**src/rtl/mem_align_pkg.sv**
```systemverilog
// Shared encodings and helpers for the data-memory align/read-modify-write unit.
package mem_align_pkg;

  localparam logic [1:0] SZ_WORD = 2'b00;
  localparam logic [1:0] SZ_HALF = 2'b01;
  localparam logic [1:0] SZ_BYTE = 2'b10;
  localparam logic [1:0] SZ_RSVD = 2'b11;

  typedef enum logic [2:0] {
    ST_IDLE,
    ST_RD,
    ST_WAIT,
    ST_WR,
    ST_RSP
  } state_t;

  // Width in bits of the lane touched by a partial (byte/halfword) access.
  function automatic logic [4:0] lane_width(input logic [1:0] size);
    case (size)
      SZ_HALF: return 5'd16;
      default: return 5'd8;
    endcase
  endfunction

endpackage

```
**src/rtl/lane_merge_extract.sv**
```systemverilog
// Lane extraction with sign/zero extension for loads, and lane merge for partial stores.
module lane_merge_extract
  import mem_align_pkg::*;
#(
  parameter int DATA_W    = 32,
  parameter int LANE_BITS = $clog2(DATA_W / 8)
) (
  input  logic [DATA_W-1:0]    word,
  input  logic [LANE_BITS-1:0] lane,
  input  logic [1:0]           size,
  input  logic                 sgn,
  input  logic [DATA_W-1:0]    wdata,
  output logic [DATA_W-1:0]    load_val,
  output logic [DATA_W-1:0]    merged
);

  logic [LANE_BITS-1:0] lane_eff;
  logic [LANE_BITS+2:0] bit_pos;
  logic [15:0]          low16;
  logic signed [7:0]    byte_s;
  logic signed [15:0]   half_s;
  logic [DATA_W-1:0]    field_mask;

  always_comb begin
    // Halfword accesses address lane pairs, so the low offset bit is dropped.
    lane_eff   = (size == SZ_HALF) ? {lane[LANE_BITS-1:1], 1'b0} : lane;
    bit_pos    = {lane_eff, 3'b000};
    low16      = 16'(word >> bit_pos);
    byte_s     = $signed(low16[7:0]);
    half_s     = $signed(low16);
    field_mask = ~({DATA_W{1'b1}} << lane_width(size));

    case (size)
      SZ_BYTE: load_val = sgn ? DATA_W'(byte_s) : DATA_W'(low16[7:0]);
      SZ_HALF: load_val = sgn ? DATA_W'(half_s) : DATA_W'(low16);
      default: load_val = word;
    endcase

    merged = (word & ~(field_mask << bit_pos)) | ((wdata & field_mask) << bit_pos);
  end

endmodule

```
**src/rtl/mem_align_rmw.sv**
```systemverilog
// Load/store access unit: aligned loads with extension, lane-accurate partial stores
// via read-modify-write, and error responses for misaligned or reserved-size requests.
module mem_align_rmw
  import mem_align_pkg::*;
#(
  parameter int DATA_W = 32,
  parameter int ADDR_W = 32
) (
  input  logic              CLK,
  input  logic              RESET,
  input  logic              REQ_VALID,
  output logic              REQ_READY,
  input  logic              REQ_WRITE,
  input  logic [1:0]        REQ_SIZE,
  input  logic              REQ_SIGNED,
  input  logic [ADDR_W-1:0] REQ_ADDR,
  input  logic [DATA_W-1:0] REQ_WDATA,
  output logic [ADDR_W-1:0] MEM_ADDR,
  output logic              MEM_RD,
  input  logic [DATA_W-1:0] MEM_RDATA,
  input  logic              MEM_RVALID,
  output logic              MEM_WR,
  output logic [DATA_W-1:0] MEM_WDATA,
  output logic              RSP_VALID,
  output logic [DATA_W-1:0] RSP_RDATA,
  output logic              RSP_ERR
);

  localparam int LANE_BITS = $clog2(DATA_W / 8);

  state_t               state, state_nx;
  logic                 accept;
  logic                 bad_req;
  logic                 write_q;
  logic                 signed_q;
  logic [1:0]           size_q;
  logic [LANE_BITS-1:0] lane_q;
  logic [DATA_W-1:0]    wdata_q;
  logic [DATA_W-1:0]    load_val;
  logic [DATA_W-1:0]    merged;

  assign accept = (state == ST_IDLE) && REQ_VALID;

  always_comb begin
    bad_req = 1'b0;
    case (REQ_SIZE)
      SZ_WORD: bad_req = |REQ_ADDR[LANE_BITS-1:0];
      SZ_HALF: bad_req = REQ_ADDR[0];
      SZ_BYTE: bad_req = 1'b0;
      default: bad_req = 1'b1;
    endcase
  end

  always_comb begin
    state_nx = state;
    case (state)
      ST_IDLE: begin
        if (REQ_VALID) begin
          if (bad_req)                               state_nx = ST_RSP;
          else if (REQ_WRITE && REQ_SIZE == SZ_WORD) state_nx = ST_WR;
          else                                       state_nx = ST_RD;
        end
      end
      ST_RD:   state_nx = ST_WAIT;
      ST_WAIT: if (MEM_RVALID) state_nx = write_q ? ST_WR : ST_RSP;
      ST_WR:   state_nx = ST_RSP;
      ST_RSP:  state_nx = ST_IDLE;
      default: state_nx = ST_IDLE;
    endcase
  end

  // Request capture: fields are only meaningful in the accept cycle.
  always_ff @(posedge CLK) begin
    if (accept) begin
      write_q  <= REQ_WRITE;
      size_q   <= REQ_SIZE;
      signed_q <= REQ_SIGNED;
      lane_q   <= REQ_ADDR[LANE_BITS-1:0];
      wdata_q  <= REQ_WDATA;
    end
  end

  lane_merge_extract #(
    .DATA_W    (DATA_W),
    .LANE_BITS (LANE_BITS)
  ) u_lane (
    .word     (MEM_RDATA),
    .lane     (lane_q),
    .size     (size_q),
    .sgn      (signed_q),
    .wdata    (wdata_q),
    .load_val (load_val),
    .merged   (merged)
  );

  // Outputs are registered from the next state so each strobe lines up with its state.
  always_ff @(posedge CLK) begin
    if (RESET) begin
      state     <= ST_IDLE;
      REQ_READY <= 1'b1;
      MEM_ADDR  <= '0;
      MEM_RD    <= 1'b0;
      MEM_WR    <= 1'b0;
      MEM_WDATA <= '0;
      RSP_VALID <= 1'b0;
      RSP_RDATA <= '0;
      RSP_ERR   <= 1'b0;
    end else begin
      state     <= state_nx;
      REQ_READY <= (state_nx == ST_IDLE);
      MEM_RD    <= (state_nx == ST_RD);
      MEM_WR    <= (state_nx == ST_WR);
      RSP_VALID <= (state_nx == ST_RSP);
      RSP_ERR   <= (state == ST_IDLE) && (state_nx == ST_RSP);
      RSP_RDATA <= (state == ST_WAIT && state_nx == ST_RSP) ? load_val : '0;
      if (accept) MEM_ADDR <= {REQ_ADDR[ADDR_W-1:LANE_BITS], {LANE_BITS{1'b0}}};
      if (accept && REQ_WRITE) MEM_WDATA <= REQ_WDATA;
      else if (state == ST_WAIT && MEM_RVALID && write_q) MEM_WDATA <= merged;
    end
  end

endmodule

```
**config.mk**
```make
export PLATFORM = sky130hd
export DESIGN_NAME = mem_align_rmw
export DESIGN_NICKNAME = d
export VERILOG_FILES = /design/src/rtl/mem_align_pkg.sv /design/src/rtl/lane_merge_extract.sv /design/src/rtl/mem_align_rmw.sv
export SDC_FILE = /design/constraint.sdc
export NUM_CORES = 1
export LEC_CHECK = 0
export ABC_AREA = 1
export CAP_MARGIN = 20
export CORE_UTILIZATION = 47
export CTS_CLUSTER_DIAMETER = 100
export DETAILED_ROUTE_END_ITERATION = 6
export PLACE_DENSITY_LB_ADDON = 0.15
export SETUP_SLACK_MARGIN = 0.02
export SKIP_LAST_GASP = 1
export SLEW_MARGIN = 20
export SYNTH_ARGS = -nofsm -noshare
export SYNTH_HDL_FRONTEND = slang
export SYNTH_HIERARCHICAL = 1
export SYNTH_SLANG_ARGS = --single-unit
```
**constraint.sdc**
```tcl
create_clock -name CLK -period 2.3 [get_ports CLK]
set_input_delay 0.23 -clock CLK [delete_from_list [all_inputs] [get_ports CLK]]
set_output_delay 0.23 -clock CLK [all_outputs]
set_load 0.05 [all_outputs]
```
==> impl_metrics.yaml, run 1 <==
place:
  dpl.hpwl_mm: 12.7
  place_inst: 1130
  dpl_worst_slack_ps: 267
  place_congestion: 0.944
  io_buffers: 202
setup_path:
  worst_setup_path_start_kind: "flop"
  path_max_fanout: 22
  cp.arrival_ps: 2390
  r2r_end: "RSP_RDATA[28]$_SDFF_PP0_"
  required_ps: 2600
  end_kind: "flop"
  critPathMaxStageDelay_ps: 390
  crit_type: "flop to flop"
  cpMaxStageDelayCell: "edfxtp_1"
  ff2ff_setup_slack_ps: 210
  crit_path_cell_trace: "ha_1 > buf_4 > nor2_8 > nand2_1 > nand3_1 > nand2_2 > nand2_4 > nand2_2 > nand2_4 > nand2_1 > inv_1 > nor2_2"
  rr_startpoint: "size_q[0]$_DFFE_PP_"
  r2r_cells: 12
floorplanning:
  io_pins: 205
  die-height_um: 114
  initial_core_util_pct: 48.5
  rows: 40
  die_x_um: 114
  die_area_um2: 12900
  core_area_um2: 12100
clock_tree:
  clkLatencyLatePin_ps: 420
  cts_made_buffers: 17
  root_buffer: "clkbuf_16"
  cts_tree: "yes"
  ctsHoldBuffers: 0
  h-tree-depth: 4
  cts_resized: 0
  postCtsSetupBuffers: 0
  cts_buffer_depth: 2
  clk_pin_slew_ps: 60
  clock-sinks: 124
power:
  p_per_area_nw_per_um2: 763
  peakVddDrop_mv: 0.648
  p_leak_nw: 3.71
global_routing:
  grt_usage_pct: 27.7
  overflow: 0
  grt_pass1_vias: 5577
  antenna_found_initial: 0
  grt_first_pass_wirelength_mm: 27.7
  grt_start_max_net_pins: 35
timing:
  fin_ws_ps: 207
  fin_skew_ps: 6.76
  slew_viol_final: 0
  grt_setup_unrepaired: "false"
  fmax_ghz: 0.478
  worst_pin_slew_ps: 568
  post-route-min-period_ps: 2090
  setup_violations: 0
  fin_tns_setup_ps: 0
  min_period_over_period_pct: 91.0
  relSlewSlack_pct: 62.0
  hold_viol: 0
final_layout:
  n_antenna_cell: 0
  finalNonFillerCells: 1162
  drive_above_1_share_pct: 9.96
  area_growth_pct: 46.2
  nFillCells: 1009
  layout.nets: 1087
logic_synthesis:
  ys_warn_count: 6
  syn_inst: 789
  netlist_area_um2: 5850
  syn_area_per_cell_um2: 7.42
worst_hold_path:
  hold_path_startpoint: "REQ_ADDR[25]"
  min_path_cells: 3
  worstHoldPathType: "input pin to flop"
  hold_end: "MEM_ADDR[25]$_SDFFE_PP0P_"
route:
  first_pass_iters: 5
  first_iter_violations: 432
  vias: 5921
  vias_per_cell: 5.10
  drt-total-wl_mm: 17.5
  ant_nets: 0
  drc_errors: 0
  wl_per_cell_um: 15.1
job:
  maxCapViolCount: 0
outcome:
  status: "finished, final reports clean"
==> metrics by stage <==
stage	utilization [%]	hold slack, ps	total power, mW	instance area (um2)
2_1_floorplan	-	329	3.41	5860
3_3_place_gp	66.2	451	3.96	7980
3_5_place_dp	66.2	455	3.97	7980
4_1_cts	70.9	348	6.55	8560
5_1_grt	70.9	356	6.79	8560
6_report	70.9	357	6.53	8560
==> power by group <==
group	leakage (nW)	total [mW]	switching [mW]	internal (mW)
Combinational	2.38	1.53	0.970	0.558
Clock	0.285	2.59	1.01	1.58
Sequential	1.04	2.42	0.0683	2.35
==> placed cells by master, fill, tap and decap left out, types with 2 or more instances in the layout <==
master and instances:
a21oi_1 56, a22oi_1 15, a31oi_1 4, buf_4 18
clkbuf_16 18, clkdlybuf4s50_1 202, clkinv_2 4, clkinv_4 2
clkinvlp_4 2, conb_1 2, dfxtp_1 102, edfxtp_1 22
ha_1 2, inv_1 85, inv_2 3, inv_4 2
inv_6 2, nand2_1 242, nand2_2 3, nand2_4 3
nand3_1 47, nand4_4 2, nor2_1 15, nor2_2 32
nor2_8 2, o21ai_0 72, o21ai_1 2, o22ai_1 24
==> state kept, by name (all words and copies together) (netlist names), 2 cells and up <==
name       cells
MEM_ADDR      30
MEM_WDATA     32
RSP_RDATA     32
lane_q         2
size_q         2
state          3
wdata_q       16
==> layer usage <==
| metal | global-route usage [%] | up-vias | routed length, um |
|---|---|---|---|
| met4 | 13.3 | 0 | 588 |
| met1 | 33.5 | 2656 | 7230 |
| met2 | 44.6 | 289 | 7960 |
| met3 | 8.82 | 44 | 1710 |
| met5 | 0 | - | 0 |
| li1 | - | 2932 | - |
==> cell type report <==
class                   instances  area [um2]  area share [%]
well taps                     168         210            2.46
multi-input cells             528        2560            29.9
repair buffers                221        2180            25.4
flip-flops and latches        124        2700            31.6
clock buffers                  19         464            5.42
inverters                      89         334            3.90
clock inverters                13         113            1.32
==> critical path: cells and delay by family, from the launching register on <==
kind,cells,cell delay (ps)
AND/OR/NAND/NOR,9,1050
flip-flops,1,390
buffers and inverters,2,300
adder cells (fa/ha/maj),1,230
==> worst max path at each step <==
| stage | start | endpoint | slack [ps] | cells past startpoint |
|---|---|---|---|---|
| detailed placement | size_q[0]$_DFFE_PP_ | RSP_RDATA[21]$_SDFF_PP0_ | 270 | 12 |
| finish | size_q[0]$_DFFE_PP_ | RSP_RDATA[28]$_SDFF_PP0_ | 210 | 12 |
| CTS | size_q[0]$_DFFE_PP_ | RSP_RDATA[28]$_SDFF_PP0_ | 220 | 12 |
| global placement | size_q[0]$_DFFE_PP_ | RSP_RDATA[29]$_SDFF_PP0_ | 330 | 12 |
| floorplan | size_q[0]$_DFFE_PP_ | RSP_RDATA[16]$_SDFF_PP0_ | 630 | 13 |
| global route | size_q[0]$_DFFE_PP_ | RSP_RDATA[28]$_SDFF_PP0_ | 40 | 12 |
Note: power is estimated with default switching activity, not from simulation.
==> run 2, diff against run 1 <==
--- a/config.mk
+++ b/config.mk
@@ -7,7 +7,7 @@
 export LEC_CHECK = 0
 export ABC_AREA = 1
 export CAP_MARGIN = 20
-export CORE_UTILIZATION = 47
+export CORE_UTILIZATION = 42
 export CTS_CLUSTER_DIAMETER = 100
 export DETAILED_ROUTE_END_ITERATION = 6
 export PLACE_DENSITY_LB_ADDON = 0.15
==> constraint.sdc (replaced) <==
create_clock -name CLK -period 1.75 [get_ports CLK]
set_input_delay 0.175 -clock CLK [delete_from_list [all_inputs] [get_ports CLK]]
set_output_delay 0.175 -clock CLK [all_outputs]
set_load 0.05 [all_outputs]
==> impl_metrics.yaml, run 2 (synthesis gave the netlist of run 1 again) <==
outcome:
  status: "finished, final reports clean"
place:
  dpl.hpwl_mm: 13.0
  place_congestion: 0.919
  io_buffers: 202
power:
  peakVddDrop_mv: 0.734
  p_leak_nw: 4.38
  p_per_area_nw_per_um2: 985
  power_mw: 8.95
final_layout:
  area_growth_pct: 55.4
  final_common_cell: "nand2_1"
  layout.nets: 1115
  utilization_pct: 67.9
  final_cell_mix: "nand2_1 (214), clkdlybuf4s50_1 (120), dfxtp_1 (102)"
  regArea_um2: 2700
  reg_top3: "MEM_WDATA (32), RSP_RDATA (32), MEM_ADDR (30)"
  n_antenna_cell: 0
  nFillCells: 1184
  drive_above_1_share_pct: 20.0
  multi_input_area_um2: 2820
setup_path:
  r2r_end: "RSP_RDATA[24]$_SDFF_PP0_"
  worst_setup_path_start_kind: "flop"
  path_max_fanout: 8
  end_kind: "flop"
  critPathMaxStageDelay_ps: 420
  rr_startpoint: "size_q[0]$_DFFE_PP_"
  critical-path-top-delay-family: "simple AND/OR/NAND/NOR gates"
  cpMaxStageDelayCell: "edfxtp_1"
  r2r_cells: 12
  critPathBufInv: 2
  cp.arrival_ps: 2040
  path_common_cell: "nand2_2"
  crit_path_end: "RSP_RDATA[24]$_SDFF_PP0_"
  ff2ff_setup_slack_ps: 10
  crit_path_cell_trace: "ha_4 > buf_6 > nor2_8 > nand2_2 > nand3_2 > nand2_2 > nand2_4 > nand2_4 > nand2_8 > nand2_2 > inv_1 > nor2_2"
  crit_cells: 12
  cp-startpoint: "size_q[0]$_DFFE_PP_"
  required_ps: 2060
  crit_type: "flop to flop"
timing:
  min_period_over_period_pct: 99.3
  fin_skew_ps: 9.55
  slew_viol_final: 0
  setup_violations: 0
  hold_viol: 0
  fmax_ghz: 0.576
  grt_setup_unrepaired: "true"
  post-route-min-period_ps: 1740
  worst_pin_slew_ps: 536
  fin_tns_setup_ps: 0
  relSlewSlack_pct: 64.2
clock_tree:
  cts_made_buffers: 17
  h-tree-depth: 4
  cts_tree: "yes"
  clk_pin_slew_ps: 60
  cts_buffer_depth: 2
  ctsHoldBuffers: 0
  root_buffer: "clkbuf_16"
  clkLatencyLatePin_ps: 420
  clock-sinks: 124
floorplanning:
  core_area_um2: 13400
  die_x_um: 120
  initial_core_util_pct: 43.7
  die-height_um: 120
  rows: 42
  io_pins: 205
  die_area_um2: 14400
worst_hold_path:
  worstHoldPathType: "input pin to flop"
  hold_path_startpoint: "REQ_ADDR[10]"
  min_path_cells: 3
global_routing:
  grt_first_pass_wirelength_mm: 28.1
  grt_start_max_net_pins: 36
  grt_usage_pct: 25.2
  antenna_found_initial: 0
  overflow: 0
  grt_pass1_vias: 5616
route:
  vias_per_cell: 5.04
  ant_nets: 0
  drt-total-wl_mm: 18.6
  first_pass_iters: 5
  wl_per_cell_um: 15.5
  vias: 6036
  drc_errors: 0
  first_iter_violations: 450
job:
  maxCapViolCount: 0
run 2: changes by cell type in the layout (fill, tap and decap cells not counted), sizes merged:
cell           change
dlygate4sd2       +51
inv                -3
nand4              +1
nand2              +1
dlymetal6s2s      +14
bufinv             +2
clkbuf             -1
clkdlybuf4s50     -82
clkinvlp           +2
buf               +42
nor2               +1
run 2: layout make-up:
type	instances	area share, %
Clock buffer	18	4.72
Clock inverter	14	1.86
Inverter	89	3.70
Multi-Input combinational cell	531	31.0
Sequential cell	124	29.7
Tap cell	176	2.42
Timing Repair Buffer	246	26.6
run 2: report_power, final:
part	total [mW]	internal, mW	switching [mW]
Combinational	2.21	0.817	1.39
Sequential	3.18	3.09	0.0979
Clock	3.56	2.24	1.33
run 2: layer usage:
metal / up-vias / GRT usage [%] / wire length (um)
met3: 45 / 7.51 / 1960
met5: - / 0 / 0
met1: 2679 / 31.1 / 7460
met4: 0 / 11.3 / 543
met2: 306 / 40.2 / 8600
li1: 3006 / - / -
run 2: how the worst min path moves through the flow:
stage                                 to
4_1_cts         MEM_ADDR[5]$_SDFFE_PP0P_
6_report       MEM_ADDR[10]$_SDFFE_PP0P_
3_5_place_dp   MEM_ADDR[29]$_SDFFE_PP0P_
3_3_place_gp    MEM_ADDR[5]$_SDFFE_PP0P_
5_1_grt         MEM_ADDR[5]$_SDFFE_PP0P_
2_1_floorplan        lane_q[0]$_DFFE_PP_
run 2: through the flow:
step | worst slack, ps | hold WS (ps) | std cells | area, um2
2_1_floorplan | 77.0 | 274 | 790 | 5860
3_3_place_gp | -53.1 | 451 | 1155 | 8160
3_5_place_dp | -96.6 | 457 | 1155 | 8160
4_1_cts | -4.11 | 291 | 1189 | 8730
5_1_grt | -91.9 | 304 | 1198 | 9090
6_report | 13.0 | 304 | 1198 | 9090
run 2: repair_timing:
action                     4_1_cts  5_1_grt
setup endpoints to repair       88       77
pin swaps                        1       50
resized for setup               57      117
cloned                           0        3
buffers inserted                 2        6
run 2: tightest hold or removal path, cell delays in order:
cell and delay [ps]:
clkdlybuf4s50_1 390, nand2_1 60, a21oi_1 50
==> RTL change 1, RTL diff (flow settings as in run 2) <==
Encoding of `state_t`: now one-hot (5 bits for 5 states).
--- a/src/rtl/mem_align_pkg.sv
+++ b/src/rtl/mem_align_pkg.sv
@@ -8,8 +8,8 @@
 
-  typedef enum logic [2:0] {
-    ST_IDLE,
-    ST_RD,
-    ST_WAIT,
-    ST_WR,
-    ST_RSP
+  typedef enum logic [4:0] {
+    ST_IDLE = 5'b00001,
+    ST_RD   = 5'b00010,
+    ST_WAIT = 5'b00100,
+    ST_WR   = 5'b01000,
+    ST_RSP  = 5'b10000
   } state_t;
Check against the original RTL: same outputs for any inputs over 10 cycles, from zero or initial values and one cycle with RESET high; not proved beyond that.
==> RTL change 1 against run 2 <==
- wire length increased by 1.3%
- worst setup slack got worse by 0.031 ns
- utilization decreased by 2.5 points
- critical path type unchanged
- synthesized area increased by 2.1%
- power increased by 0.39%
- sequential cell count increased by 2
- critical path depth decreased by 3
- cell area decreased by 0.28%
- the flow now finishes with violations (negative setup slack)
==> RTL change 1: results (changes against run 2) <==
[power_and_ir_drop]
ir_drop_uv=655  ; -11%
sequentialPowerShare_pct=36.1  ; +0.5 points
p_int_mw=6.20  ; +0.97%

[layout]
nNonClkInverters=90  ; +1.1%
drive_gt1_share_pct=13.2  ; -6.8 points
final_nets=1149  ; +3.0%
clockNetworkAreaShare_pct=6.32  ; -0.26 points
num-multi-input-gates=569  ; +7.2%
multi_input_area_share_pct=30.8  ; -0.19 points
buf_share_pct=26.4  ; -0.16 points
seq_share_pct=30.2  ; +0.52 points

[worst_hold_path]
min_from=REQ_ADDR[25]
min_to=MEM_ADDR[25]$_SDFFE_PP0P_

[sta]
finalSetupViolCount=1  ; +1
finalWorstSetupSlack_ns=-0.0179  ; -0.0309 ns
skew_ns=0.00780  ; -0.00175 ns

[setup_path]
critPathMaxFanout=7  ; -1
r2r_end=MEM_WDATA[30]$_SDFFE_PP0P_
r2r_cells=9  ; -3

[global_route]
grt_pass1_wl_mm=29.3  ; +4.0%
grt_util_met2_pct=39.7  ; -0.53 points
use_met1_pct=33.9  ; +2.8 points
grt_pass1_vias=5796  ; +3.2%

[run_status]
violations=negative setup slack
status=finished, violations left

[drt]
wl_met1_mm=8.03  ; +7.6%

[synthesis]
netlist_area_mm2=0.00598  ; +2.1%

[RTL change 1: how the worst max path moves through the flow]
stage,startpoint,end,slack (ns),cells after the start
floorplan,size_q[0]$_DFFE_PP_,MEM_WDATA[30]$_SDFFE_PP0P_,0.03,10
global placement,size_q[0]$_DFFE_PP_,RSP_RDATA[20]$_SDFF_PP0_,0.03,12
detailed placement,size_q[0]$_DFFE_PP_,RSP_RDATA[30]$_SDFF_PP0_,-0.05,12
CTS,size_q[1]$_DFFE_PP_,RSP_RDATA[20]$_SDFF_PP0_,0.01,13
global route,size_q[0]$_DFFE_PP_,RSP_RDATA[9]$_SDFF_PP0_,-0.06,12
finish,size_q[0]$_DFFE_PP_,MEM_WDATA[30]$_SDFFE_PP0P_,-0.02,9
[RTL change 1: what timing repair did]
| action | in CTS | in global routing |
|---|---|---|
| setup buffers | 0 | 1 |
| gates cloned | 2 | 0 |
| pin swaps | 2 | 7 |
| gates resized for setup | 51 | 63 |
| endpoints found under the setup margin | 79 | 84 |
==> RTL change 2, RTL diff (config.mk and constraints of run 2) <==
Made on the original files. Set the parameter `ADDR_W` to 40 (it was 32).
--- a/src/rtl/mem_align_rmw.sv
+++ b/src/rtl/mem_align_rmw.sv
@@ -6,3 +6,3 @@
   parameter int DATA_W = 32,
-  parameter int ADDR_W = 32
+  parameter int ADDR_W = 40
 ) (
Interface: changed (resized MEM_ADDR and REQ_ADDR); port bits go from 205 to 221. The function was not compared with the original's and may differ.
==> RTL change 2 against run 2 <==
- the run now ends with negative setup slack left
- power grew 6.4%
- fmax is 2.3% lower
- synthesized area rose by 5.2%
- critical path depth unchanged
- cell area up 4.0%
- utilization is 0.79 points lower
- count of clock-buffer cells in the layout decreased by 1
- sequential power is 6.9% higher
- worst setup slack worse by 0.040 ns
- sequential share of layout area rose by 0.56 points
- sequential cell count rose by 8
- wire length up 6.5%
- largest power group unchanged
==> RTL change 2: results (changes against run 2) <==
[sta]
skew_ns=0.00816  ; -0.00139 ns
finalWorstSetupSlack_ns=-0.0273  ; -0.0404 ns
slew_headroom_pct=65.6  ; +1.4 points
fin_setup_tns_ns=-0.0566  ; -0.0566 ns
finalSetupViolCount=4  ; +4
holdWs_ns=0.122  ; -0.182 ns

[setup_path]
crit_type=flip-flop to flip-flop
r2r_start=size_q[0]$_DFFE_PP_
worstPathArrival_ns=2.09  ; +0.05 ns
critPathMaxFanout=8  ; unchanged
r2r_end=RSP_RDATA[22]$_SDFF_PP0_
crit_path_top_delay_cell=edfxtp_1
r2r_cells=12  ; unchanged
max_stage_delay_ns=0.43

[global_route]
grt_pass1_vias=5940  ; +5.8%
grt_pass1_wl_mm=29.9  ; +6.3%
grt_max_degree=40  ; +11%
grt_use_total_pct=26.0  ; +0.77 points
antenna_found_initial=0  ; unchanged

[worst_hold_path]
min_path_type=primary input to flip-flop
min_from=RESET
hold_depth=2  ; -1
min_to=MEM_ADDR[5]$_SDFFE_PP0P_

[drt]
wl_per_cell_um=15.5  ; +0.31%
drtIter0Drc=498  ; +11%
routed_wl_mm=19.8  ; +6.5%
drcViolationCount=0  ; unchanged
dr.pass1.iters=6  ; +1
num_vias=6425  ; +6.4%

[place]
portBuffers=218  ; +7.9%
place_hpwl_mm=14.1  ; +8.5%
gp_congestion=0.897  ; -2.4%
dpl-instance-area_mm2=0.00857  ; +5.0%
post-place-ws_ns=-0.126  ; -0.0290 ns

[run_status]
status=finished, violations left
violations=negative setup slack

[clock_network]
clk_root_buffer_cell=clkbuf_16
clockBufferDepth=2  ; unchanged
clk_latency_ns=0.42  ; about the same
h-tree-depth=4  ; unchanged
clkTransAtPathRegs_ns=0.06  ; about the same
cts_buffers=17  ; unchanged

[power_and_ir_drop]
p_leak_nw=4.77  ; +9.1%
ir_drop_uv=707  ; -3.6%

[layout]
final_nets=1193  ; +7.0%
top_regs=MEM_ADDR: 38 flops, MEM_WDATA: 32 flops, RSP_RDATA: 32 flops
drive_gt1_share_pct=13.5  ; -6.5 points
diodes=0  ; unchanged

[synthesis]
synth-warning-count=6  ; unchanged
syn-instance-count=852  ; +8.0%

-- RTL change 2: cell type report --
class                           count  area, um2
Sequential cell                   132       2860
Timing Repair Buffer              256       2580
Tap cell                          180        225
Fill cell                        1189       4640
Inverter                           90        340
Clock inverter                     15        188
Clock buffer                       17        425
Multi-Input combinational cell    582       2830
-- RTL change 2: repair_timing --
action                                  CTS  global route
gates resized for setup                  57            78
endpoints found under the setup margin   73            84
gates cloned                              1             1
buffers inserted                          0             4
pin swaps                                 2            21
-- RTL change 2: how the worst max path moves through the flow --
stage / cells past startpoint / end
5_1_grt: 13 / RSP_RDATA[10]$_SDFF_PP0_
3_3_place_gp: 9 / RSP_RDATA[7]$_SDFF_PP0_
6_report: 12 / RSP_RDATA[22]$_SDFF_PP0_
4_1_cts: 10 / RSP_RDATA[5]$_SDFF_PP0_
2_1_floorplan: 13 / RSP_RDATA[16]$_SDFF_PP0_
3_5_place_dp: 9 / RSP_RDATA[7]$_SDFF_PP0_
-- RTL change 2: per-layer routing --
metal	wire length, um	part of all wire, %	GRT usage (%)	vias up
met1	8180	41	32.0	2885
met4	507	2.6	10.6	0
li1	-	-	-	3176
met2	9040	46	41.4	324
met5	0	0	0	-
met3	2030	10	8.99	40
-- RTL change 2: critical path, delay by kind of cell, from the launching register on --
kind	cells	cell delay (ns)
adder cells (fa/ha/maj)	1	0.20
flip-flops	1	0.43
buffers and inverters	2	0.20
AND/OR/NAND/NOR	9	0.82
-- RTL change 2: power by group --
group	total, mW	internal (mW)	switching [mW]	leakage, nW
clock	3.72	2.37	1.36	0.294
combinational	2.40	0.885	1.51	3.37
sequential	3.40	3.29	0.111	1.11
total	9.52	6.54	2.98	4.77
